## config.mk

```make
export PLATFORM = sky130hd
export DESIGN_NAME = fwd_hazard_unit
export DESIGN_NICKNAME = d
export VERILOG_FILES = /design/src/rtl/fwd_hazard_unit_pkg.sv /design/src/rtl/fwd_select.sv /design/src/rtl/fwd_hazard_unit.sv
export SDC_FILE = /design/constraint.sdc
export NUM_CORES = 1
export LEC_CHECK = 0
export CORE_MARGIN = 10
export CORE_UTILIZATION = 52
export DETAILED_ROUTE_END_ITERATION = 12
export PLACE_DENSITY_LB_ADDON = 0.25
export SLEW_MARGIN = 20
export SYNTH_ARGS = -nofsm -noshare
export SYNTH_HDL_FRONTEND = slang
export SYNTH_SLANG_ARGS = --single-unit
```

## constraint.sdc

```tcl
create_clock -name clk -period 5.4 [get_ports clk]
set_input_delay 1.08 -clock clk [delete_from_list [all_inputs] [get_ports clk]]
set_output_delay 1.08 -clock clk [all_outputs]
set_load 0.02 [all_outputs]
```

## src/rtl/fwd_hazard_unit_pkg.sv

```systemverilog
// rtl/fwd_hazard_unit_pkg.sv - shared types and constants for the forwarding/hazard unit
package fwd_hazard_unit_pkg;

  localparam int REG_ADDR_W = 5;
  localparam int FWD_W      = 3;
  localparam int FWD_DEPTH  = 3;
  localparam int LANES      = 2;
  localparam int LANE_B     = 0;
  localparam int LANE_M     = 1;

  typedef enum logic [FWD_W-1:0] {
    FWD_NORMAL = 3'b000,
    FWD_B_EX   = 3'b001,
    FWD_M_EX   = 3'b010,
    FWD_B_MEM  = 3'b011,
    FWD_M_MEM  = 3'b100,
    FWD_B_WB   = 3'b101,
    FWD_M_WB   = 3'b110
  } fwd_mode_t;

  typedef struct packed {
    logic                  valid;
    logic [REG_ADDR_W-1:0] rd;
    logic                  regwrite;
    logic                  is_load;
  } fwd_entry_t;

  // Index [age][lane]; age 0 is the bundle issued one cycle ago.
  typedef fwd_entry_t [LANES-1:0]   fwd_age_t;
  typedef fwd_age_t [FWD_DEPTH-1:0] fwd_track_t;

  function automatic logic entry_match(input fwd_entry_t e, input logic [REG_ADDR_W-1:0] src);
    return e.valid && e.regwrite && (e.rd == src) && (src != '0);
  endfunction

endpackage

```

## src/rtl/fwd_select.sv

```systemverilog
// rtl/fwd_select.sv - youngest-producer-first forwarding mode select for one source operand
module fwd_select
  import fwd_hazard_unit_pkg::*;
(
  input  logic [REG_ADDR_W-1:0] src,
  input  fwd_track_t            track,
  output fwd_mode_t             mode
);

  logic unused_load;
  always_comb begin
    unused_load = 1'b0;
    for (int a = 0; a < FWD_DEPTH; a++) begin
      for (int l = 0; l < LANES; l++) begin
        unused_load = unused_load ^ track[a][l].is_load;
      end
    end
  end

  // Within an age the Memory lane is the younger slot, so it is checked first.
  always_comb begin
    mode = FWD_NORMAL;
    if (entry_match(track[0][LANE_M], src))      mode = FWD_M_EX;
    else if (entry_match(track[0][LANE_B], src)) mode = FWD_B_EX;
    else if (entry_match(track[1][LANE_M], src)) mode = FWD_M_MEM;
    else if (entry_match(track[1][LANE_B], src)) mode = FWD_B_MEM;
    else if (entry_match(track[2][LANE_M], src)) mode = FWD_M_WB;
    else if (entry_match(track[2][LANE_B], src)) mode = FWD_B_WB;
  end

endmodule

```

## src/rtl/fwd_hazard_unit.sv

```systemverilog
// rtl/fwd_hazard_unit.sv - destination tracker, registered forwarding selects and load-use stall
module fwd_hazard_unit
  import fwd_hazard_unit_pkg::*;
(
  input  logic                  clk,
  input  logic                  rst,
  input  logic                  ID_Valid_B,
  input  logic                  ID_Valid_M,
  input  logic [REG_ADDR_W-1:0] ID_Rd_B,
  input  logic [REG_ADDR_W-1:0] ID_Rd_M,
  input  logic                  ID_RegWrite_B,
  input  logic                  ID_RegWrite_M,
  input  logic                  ID_IsLoad_M,
  input  logic [REG_ADDR_W-1:0] ID_Rs1_B,
  input  logic [REG_ADDR_W-1:0] ID_Rs2_B,
  input  logic [REG_ADDR_W-1:0] ID_Rs1_M,
  input  logic [REG_ADDR_W-1:0] ID_Rs2_M,
  input  logic                  Hold,
  input  logic                  Flush,
  output logic [FWD_W-1:0]      Fwd_Rs1_B,
  output logic [FWD_W-1:0]      Fwd_Rs2_B,
  output logic [FWD_W-1:0]      Fwd_Rs1_M,
  output logic [FWD_W-1:0]      Fwd_Rs2_M,
  output logic                  Load_Use_Stall
);

  fwd_track_t track;
  fwd_age_t   dec_age;
  fwd_mode_t  sel_rs1_b, sel_rs2_b, sel_rs1_m, sel_rs2_m;
  fwd_mode_t  mode_rs1_b, mode_rs2_b, mode_rs1_m, mode_rs2_m;
  logic       load_hit;

  always_comb begin
    dec_age = '0;
    if (ID_Valid_B) begin
      dec_age[LANE_B] = '{valid: 1'b1, rd: ID_Rd_B, regwrite: ID_RegWrite_B, is_load: 1'b0};
    end
    if (ID_Valid_M) begin
      dec_age[LANE_M] = '{valid: 1'b1, rd: ID_Rd_M, regwrite: ID_RegWrite_M, is_load: ID_IsLoad_M};
    end
  end

  fwd_select u_sel_rs1_b (.src(ID_Rs1_B), .track(track), .mode(sel_rs1_b));
  fwd_select u_sel_rs2_b (.src(ID_Rs2_B), .track(track), .mode(sel_rs2_b));
  fwd_select u_sel_rs1_m (.src(ID_Rs1_M), .track(track), .mode(sel_rs1_m));
  fwd_select u_sel_rs2_m (.src(ID_Rs2_M), .track(track), .mode(sel_rs2_m));

  // A load result is not available to Execute one cycle later; only valid slots consume.
  always_comb begin
    load_hit = 1'b0;
    if (track[0][LANE_M].valid && track[0][LANE_M].is_load) begin
      load_hit = (ID_Valid_B && (entry_match(track[0][LANE_M], ID_Rs1_B) ||
                                 entry_match(track[0][LANE_M], ID_Rs2_B))) ||
                 (ID_Valid_M && (entry_match(track[0][LANE_M], ID_Rs1_M) ||
                                 entry_match(track[0][LANE_M], ID_Rs2_M)));
    end
  end

  assign Load_Use_Stall = !Hold && !Flush && load_hit;

  always_ff @(posedge clk) begin
    if (rst) begin
      track      <= '0;
      mode_rs1_b <= FWD_NORMAL;
      mode_rs2_b <= FWD_NORMAL;
      mode_rs1_m <= FWD_NORMAL;
      mode_rs2_m <= FWD_NORMAL;
    end else if (!Hold) begin
      track[2] <= track[1];
      if (Flush) begin
        // The bundle issued last cycle is killed too, so it never reaches age 2.
        track[1]   <= '0;
        track[0]   <= '0;
        mode_rs1_b <= FWD_NORMAL;
        mode_rs2_b <= FWD_NORMAL;
        mode_rs1_m <= FWD_NORMAL;
        mode_rs2_m <= FWD_NORMAL;
      end else if (Load_Use_Stall) begin
        track[1]   <= track[0];
        track[0]   <= '0;
        mode_rs1_b <= FWD_NORMAL;
        mode_rs2_b <= FWD_NORMAL;
        mode_rs1_m <= FWD_NORMAL;
        mode_rs2_m <= FWD_NORMAL;
      end else begin
        track[1]   <= track[0];
        track[0]   <= dec_age;
        mode_rs1_b <= sel_rs1_b;
        mode_rs2_b <= sel_rs2_b;
        mode_rs1_m <= sel_rs1_m;
        mode_rs2_m <= sel_rs2_m;
      end
    end
  end

  assign Fwd_Rs1_B = mode_rs1_b;
  assign Fwd_Rs2_B = mode_rs2_b;
  assign Fwd_Rs1_M = mode_rs1_m;
  assign Fwd_Rs2_M = mode_rs2_m;

endmodule
```

== Word level (Yosys, flattened, before mapping) ==
Cells that the tools add are included.

* Bits in registers: 56
* Latch bits: 0
* Bits in writable memories: 0
* ROM bits: 0
* Bits of input ports: 39
* Output and inout port bits: 13
* Word-level logic and storage cells: 153
* Memories kept: 0

* $add $sub $neg: 0
* $mul: 0
* Div/mod/pow operators: 0
* Order comparisons: 0
* Eq/ne operators: 24
* Shift-type cells: 0
* Mux-type cells: 37
* Bitwise gates (word level): 0
* Reductions and logical operators: 68

{| class="wikitable"
|+ Operators with widths
! kind !! number
|-
| $eq 5x5->1 || 24
|-
| $mux 3 || 32
|-
| $logic_and 1x1->1 || 59
|-
| $mux 32 || 1
|-
| $reduce_bool 5->1 || 4
|-
| $mux 16 || 1
|-
| $mux 8 || 2
|-
| $logic_or 1x1->1 || 3
|-
| $logic_not 1->1 || 2
|-
| $mux 1 || 1
|}

== Longest topological paths before layout ==
Gate-level depths: netlist (run 1).

* Depth in word-level cells: 11
* Mapped depth: 9
* Gate-level depth less buffers: 6

== Modules after synthesis ==
Synthesis (run 1) repeated with hierarchy kept, for this count alone.

* Cell total of the unflattened synthesis: 544
* Area, all modules: 4724.5 µm²

{| class="wikitable"
|+ Modules (own cells, without submodules)
! module !! instances !! cells each !! area an instance (µm²) !! sequential area each (µm²)
|-
| fwd_hazard_unit || 1 || 240 || 2387.3 || 1141.1
|-
| fwd_select || 4 || 76 || 584.3 || 0.0
|}

== Worst setup path before layout (run 1) ==
Ideal clock, no wire load.

* Path kind: input port to output port
* Start: in ID_Rs1_M[1]
* End: out Load_Use_Stall
* Arrival time: 2690 ps
* Required time: 4320 ps
* Slack: 1630 ps
* Stages: 6
* Path buffers: 1
* Cells stage by stage: clkbuf_1 > xor2_1 > nor4_1 > nand4_1 > a21o_4 > a211oi_1

* Word-level cells in the longest chain between the ends: 8
* Elaborated cells between the ends (all ways): 9
* Those cells by class: 1 x eq/ne; 1 x mux; 7 x reduce/logical

{| class="wikitable"
|+ RTL lines
! item !! line !! text
|-
| start, declared || fwd_hazard_unit.sv:16 || <nowiki>input logic [REG_ADDR_W-1:0] ID_Rs1_M,</nowiki>
|-
| $eq 5x5->1 || fwd_hazard_unit_pkg.sv:33 || <nowiki>return e.valid && e.regwrite && (e.rd == src) && (src != '0);</nowiki>
|-
| $logic_and 1x1->1 || fwd_hazard_unit_pkg.sv:33 ||
|-
| $logic_and 1x1->1 * || fwd_hazard_unit_pkg.sv:33 ||
|-
| $logic_or 1x1->1 * || fwd_hazard_unit.sv:54 || <nowiki>(ID_Valid_M && (entry_match(track[0][LANE_M], ID_Rs1_M) ||</nowiki>
|-
| $logic_and 1x1->1 * || fwd_hazard_unit.sv:54 ||
|-
| $logic_or 1x1->1 * || fwd_hazard_unit.sv:53 || <nowiki>entry_match(track[0][LANE_M], ID_Rs2_B))) ||</nowiki>
|-
| $mux 1 * || fwd_hazard_unit.sv:51 || <nowiki>if (track[0][LANE_M].valid && track[0][LANE_M].is_load) begin</nowiki>
|-
| $logic_and 1x1->1 * || fwd_hazard_unit.sv:59 || <nowiki>assign Load_Use_Stall = !Hold && !Flush && load_hit;</nowiki>
|-
| end, declared || fwd_hazard_unit.sv:24 || <nowiki>output logic Load_Use_Stall</nowiki>
|}

Mark *: on every way between the ends. The rest lies on a longest branch, timed or not.

== Worst setup path after layout (run 1) ==
* Start: in ID_Rs1_B[2]
* End: out Load_Use_Stall

* Word-level cells in the longest chain between the ends: 8
* Elaborated cells between the ends (all ways): 9
* Those cells by class: 1 x eq/ne; 1 x mux; 7 x reduce/logical

{| class="wikitable"
|+ RTL lines
! item !! line !! text
|-
| start, declared || fwd_hazard_unit.sv:14 || <nowiki>input logic [REG_ADDR_W-1:0] ID_Rs1_B,</nowiki>
|-
| $eq 5x5->1 || fwd_hazard_unit_pkg.sv:33 ||
|-
| $logic_and 1x1->1 || fwd_hazard_unit_pkg.sv:33 ||
|-
| $logic_and 1x1->1 * || fwd_hazard_unit_pkg.sv:33 ||
|-
| $logic_or 1x1->1 * || fwd_hazard_unit.sv:52 || <nowiki>load_hit = (ID_Valid_B && (entry_match(track[0][LANE_M], ID_Rs1_B) ||</nowiki>
|-
| $logic_and 1x1->1 * || fwd_hazard_unit.sv:52 ||
|-
| $logic_or 1x1->1 * || fwd_hazard_unit.sv:53 ||
|-
| $mux 1 * || fwd_hazard_unit.sv:51 ||
|-
| $logic_and 1x1->1 * || fwd_hazard_unit.sv:59 ||
|}

Marks and branches as above.

==> results of run 1 <==
-- Yosys cell counts (8+ instances only) --
library cell | n | area share [%]
nor4_1 | 15 | 2.4
buf_6 | 10 | 2.8
xor2_1 | 42 | 9.3
nand2_1 | 15 | 1.4
o21ai_0 | 10 | 1.3
nand4_1 | 22 | 3.5
nor3b_1 | 12 | 2.3
nor2_1 | 34 | 3.2
inv_1 | 8 | 0.76
clkbuf_1 | 37 | 3.5
mux2i_1 | 14 | 3.5
a21oi_1 | 16 | 2.0
dfxtp_1 | 55 | 28
a32o_1 | 15 | 3.8
a22o_1 | 8 | 1.8
xnor2_1 | 68 | 15
buf_2 | 10 | 1.3
-- routing by layer --
layer,track usage (%),part of all wire [%],vias up
li1,-,-,1590
met1,27.6,42,1628
met2,32.5,44,162
met3,4.49,8.8,43
met4,10.5,4.9,0
met5,0,0,-
-- kinds of logic (layout without fill, tap and decap cells) --
family | Yosys count | after routing | synth area share [%]
buffers and inverters | 75 | 73 | 9.72
muxes | 14 | 14 | 3.55
DFF | 55 | 55 | 27.9
AOI/OAI and AO/OA | 78 | 78 | 15.8
xor gates and xnor gates | 110 | 110 | 24.4
and+or+nand+nor | 128 | 128 | 18.7
-- where the power goes --
group / leakage [nW] / total (W) / switching (W) / internal [W]
sequential: 0.444 / 0.000420 / 0.0000105 / 0.000410
combinational: 1.04 / 0.000133 / 0.0000678 / 0.0000656
clock: 0.0519 / 0.000252 / 0.000153 / 0.0000989
total: 1.53 / 0.000805 / 0.000231 / 0.000574
-- path summary, 6_finish.rpt --
| check | start | end | slack, ns | depth (start not counted) |
|---|---|---|---|---|
| setup reg to reg | track[13] | track[9] | 3.08 | 6 |
| hold reg to reg | Fwd_Rs2_M[0] | Fwd_Rs2_M[0] | 0.45 | 2 |
| hold / removal | Fwd_Rs2_M[0] | Fwd_Rs2_M[0] | 0.45 | 2 |
| setup / recovery | ID_Rs1_B[2] | Load_Use_Stall | 0.60 | 7 |
-- final cells by class --
type	count	area, sq um
Clock inverter	3	33.8
Timing Repair Buffer	55	536
Fill cell	664	2960
Clock buffer	5	68.8
Multi-Input combinational cell	330	2470
Sequential cell	55	1100
Tap cell	99	124
Inverter	10	37.5
-- stage by stage --
stage | power, W | util, % | worst slack (ns)
after floorplan | 0.000525 | - | 1.63
after global placement | 0.000560 | 58.2 | 0.608
after detailed placement | 0.000561 | 58.2 | 0.591
after CTS | 0.000810 | 59.6 | 0.587
after global routing | 0.000842 | 59.7 | 0.471
final | 0.000805 | 59.7 | 0.604
-- sequential cells by signal (all words and copies together) (netlist names) --
register	cells
Fwd_Rs1_M	3
Fwd_Rs1_B	3
Fwd_Rs2_M	3
Fwd_Rs2_B	3
track	43
-- critical path: stages --
cell and delay (ns):
clkdlybuf4s50_1 0.70, or4_4 0.22, nor2_4 0.04, or4_4 0.55, a21o_4 0.25, a211oi_1 0.20
clkdlybuf4s50_1 0.66
==> impl_metrics.py, run 1 <==
metrics = {
    "outcome": {
        "status": "finished clean",
    },
    "min_path": {
        "hold_class": "reg2reg",
    },
    "final_layout": {
        "layout-drive-gt1-share_pct": 6.99,
        "diodes": 0,
        "fin_cells": 557,
        "fin_nets": 496,
        "final_area_sq_um": 4380,
        "final_cell_mix": "68 x xnor2_1, 55 x dfxtp_1, 50 x clkdlybuf4s50_1",
        "syn_to_final_growth_pct": 10.7,
        "layout_commonest_cell": "xnor2_1",
    },
    "placement": {
        "hpwlAfterDp_microns": 8850,
        "place_inst": 549,
        "place_area_sq_um": 4270,
        "gp_congestion": 0.959,
        "io_buffers": 51,
    },
    "sta": {
        "max-slew-margin-rel_pct": 51.8,
        "slew_violations": 0,
        "holdWs_ns": 0.454,
        "finalCriticalPeriod_ns": 4.80,
        "min_period_over_period_pct": 88.8,
        "fin_setup_tns_ns": 0,
        "fmax_mhz": 209,
        "hold_violations": 0,
        "tightest_slew_ns": 0.718,
        "rsz0062_at_grt": "false",
        "clock_skew_ns": 0.0134,
        "setup-violations-final": 0,
    },
    "clock_network": {
        "htree_levels": 2,
        "postCtsHoldBufs": 0,
        "clock-sinks": 55,
        "clk_pin_slew_ns": 0.11,
        "root_buffer": "clkbuf_8",
        "cts_tree": "yes",
        "insertion_delay_ns": 0.32,
        "clock_path_buffers": 2,
        "cts_buffers": 5,
        "post-cts-setup-buffers": 0,
        "cts_resized": 0,
    },
    "global_routing": {
        "grt_max_degree": 45,
        "grt_overflow": 0,
        "antenna_found_initial": 0,
        "track_usage_pct": 21.2,
        "grt_pass1_vias": 3295,
        "grt_pass1_wl_microns": 19100,
    },
    "power_and_ir_drop": {
        "p_leak_nw": 1.53,
        "powerDensity_nw_per_um2": 184,
        "vdd_drop_max_uv": 145,
    },
    "worst_setup_path": {
        "startpoint_type": "primary input",
        "cp_max_fo": 7,
        "path_class": "in2out",
        "end_kind": "primary output",
        "worstPathRequired_ns": 4.32,
        "critPathArrivalTime_ns": 3.72,
    },
    "yosys": {
        "ys_types": 46,
        "synth_ff_type": "dfxtp_1",
        "synth_warnings": 0,
        "avgSynthCellArea_sq_um": 8.59,
        "synth_area_sq_um": 3950,
        "synthesis.nets": 499,
        "synth_seq_area_share_pct": 27.9,
        "ys_async_sr_fraction_pct": 0,
        "synth_edf_count": 0,
        "ys_seq_elements": 55,
        "syn_inst": 460,
    },
    "floorplanning": {
        "num_io_pins": 52,
        "die-area_sq_um": 11500,
        "std_cell_rows": 31,
        "die_x_microns": 107,
        "die_y_microns": 107,
        "start_util_pct": 53.9,
        "coreArea_sq_um": 7330,
    },
    "route": {
        "avgRoutedWirePerCell_microns": 21.6,
        "num_vias": 3423,
        "wirelength_microns": 12000,
        "drc_errors": 0,
        "drt_iter0_drc": 237,
        "via_per_inst": 6.15,
        "antenna_left": 0,
        "first_pass_iters": 5,
    },
    "run": {
        "drv_cap": 0,
    },
}
Power figures use the tool's default switching activity.
==> inputs of run 2 (changes only) <==
--- a/config.mk
+++ b/config.mk
@@ -7,6 +7,7 @@
 export LEC_CHECK = 0
 export CORE_MARGIN = 10
 export CORE_UTILIZATION = 52
+export CTS_CLUSTER_SIZE = 12
 export DETAILED_ROUTE_END_ITERATION = 12
 export PLACE_DENSITY_LB_ADDON = 0.25
 export SLEW_MARGIN = 20
==> constraint.sdc (replaced) <==
create_clock -name clk -period 4.5 [get_ports clk]
set_input_delay 0.9 -clock clk [delete_from_list [all_inputs] [get_ports clk]]
set_output_delay 0.9 -clock clk [all_outputs]
set_load 0.02 [all_outputs]
==> impl_metrics.py, run 2 (synthesized netlist as in run 1, its figures left out) <==
metrics = {
    "sta": {
        "min_period_over_period_pct": 94.9,
        "clock_skew_ns": 0.0131,
        "fin_setup_tns_ns": 0,
        "max-slew-margin-rel_pct": 54.3,
        "slew_violations": 0,
        "finalCriticalPeriod_ns": 4.27,
        "fin_ws_ns": 0.230,
        "hold_violations": 0,
        "rsz0062_at_grt": "false",
        "fmax_mhz": 234,
        "tightest_slew_ns": 0.680,
        "setup-violations-final": 0,
    },
    "power_and_ir_drop": {
        "seqPwrFrac_pct": 51.3,
        "pwr-share-comb_pct": 17.9,
        "clkPwrFrac_pct": 30.8,
        "p_switching_w": 0.000280,
        "powerDensity_nw_per_um2": 217,
        "intPower_w": 0.000700,
        "vdd_drop_max_uv": 140,
        "swShare_pct": 28.6,
        "p_leak_nw": 1.63,
    },
    "clock_network": {
        "postCtsHoldBufs": 0,
        "root_buffer": "clkbuf_8",
        "insertion_delay_ns": 0.32,
        "clock-sinks": 55,
        "cts_resized": 0,
        "clock_path_buffers": 2,
        "cts_tree": "yes",
        "cts_buffers": 5,
        "post-cts-setup-buffers": 0,
        "htree_levels": 2,
        "clk_pin_slew_ns": 0.11,
    },
    "final_layout": {
        "largest_reg_flops": 43,
        "final_area_sq_um": 4530,
        "fin_nets": 517,
        "fin_util_pct": 61.8,
        "diodes": 0,
        "syn_to_final_growth_pct": 14.6,
        "top_register": "track",
        "final_cell_mix": "68 x xnor2_1, 55 x dfxtp_1, 50 x clkdlybuf4s50_1",
        "layout_commonest_cell": "xnor2_1",
        "layout-drive-gt1-share_pct": 11.1,
    },
    "global_routing": {
        "grt_pass1_vias": 3460,
        "grt_overflow": 0,
        "grt_max_degree": 45,
        "track_usage_pct": 21.8,
        "grt_pass1_wl_microns": 19500,
        "antenna_found_initial": 0,
    },
    "floorplanning": {
        "num_io_pins": 52,
        "coreArea_sq_um": 7330,
        "die_x_microns": 107,
        "die-area_sq_um": 11500,
        "start_util_pct": 53.9,
        "std_cell_rows": 31,
        "die_y_microns": 107,
    },
    "placement": {
        "place_area_sq_um": 4430,
        "gp_congestion": 1.03,
        "io_buffers": 51,
        "hpwlAfterDp_microns": 9210,
        "pre_cts_slack_ns": 0.235,
    },
    "worst_setup_path": {
        "slowest_delay_ns": 0.66,
        "path_buf_inv": 2,
        "worstPathRequired_ns": 3.60,
        "startpoint_type": "primary input",
        "cp_slowest_cell": "clkdlybuf4s50_1",
        "critPathArrivalTime_ns": 3.37,
        "cp_max_fo": 7,
        "crit_chain": "clkdlybuf4s50_1 > or4_4 > nor2_4 > or4_4 > a21o_4 > a211oi_1 > clkdlybuf4s50_1",
        "path_class": "in2out",
        "end_kind": "primary output",
        "cp_top_family": "buffers and inverters",
    },
    "min_path": {
        "hold_class": "reg2reg",
    },
    "route": {
        "num_vias": 3513,
        "via_per_inst": 6.08,
        "drc_errors": 0,
        "drt_iter0_drc": 331,
        "wirelength_microns": 12300,
        "first_pass_iters": 5,
        "antenna_left": 0,
        "avgRoutedWirePerCell_microns": 21.3,
    },
    "run": {
        "drv_cap": 0,
    },
    "outcome": {
        "status": "finished clean",
    },
}
## run 2: changes by cell type in the layout (fill, tap and decap cells not counted)
cell     delta
buf_4      +21
nor2b_2     +1
nor2b_4     -1
## run 2: area by class of cell
class                   count  area (sq um)
clock buffers               5          68.8
clock inverters             3          33.8
inverters                  10          37.5
well taps                  99           124
fillers                   655          2800
repair buffers             76           693
multi-input cells         330          2470
flip-flops and latches     55          1100
## run 2: power groups by stage
stage	registers, W	logic, W	clock network (W)
2_1_floorplan	0.000505	0.000125	0
3_3_place_gp	0.000514	0.000171	0
3_5_place_dp	0.000514	0.000173	0
4_1_cts	0.000503	0.000174	0.000309
5_1_grt	0.000504	0.000191	0.000328
6_report	0.000503	0.000176	0.000302
## run 2: per-layer routing
| layer | track usage (%) | up-vias | part of all wire, % |
|---|---|---|---|
| met5 | 0 | - | 0 |
| met4 | 10.7 | 0 | 4.7 |
| met3 | 5.15 | 47 | 8.5 |
| met2 | 33.2 | 165 | 44 |
| met1 | 28.1 | 1664 | 42 |
| li1 | - | 1637 | - |
## run 2: tightest hold or removal path: stages, from the launching register on
cell	delay, ns
dfxtp_1	0.33
nand2_1	0.05
o21ai_1	0.05
## run 2: stage by stage
| stage | hold slack [ns] | cells | power (W) |
|---|---|---|---|
| after floorplan | 0.456 | 460 | 0.000630 |
| after global placement | 0.440 | 570 | 0.000685 |
| after detailed placement | 0.442 | 570 | 0.000687 |
| after CTS | 0.459 | 578 | 0.000986 |
| after global routing | 0.465 | 578 | 0.00102 |
| final | 0.452 | 578 | 0.000981 |
## run 2: worst paths after layout
check,startpoint,slack (ns),to,cells after the start
worst max register to register,track[13],2.21,track[12],6
worst max-delay path,ID_Rs1_B[3],0.23,Load_Use_Stall,7
worst min-delay path,Fwd_Rs2_M[0],0.45,Fwd_Rs2_M[0],2
worst min register to register,Fwd_Rs2_M[0],0.45,Fwd_Rs2_M[0],2
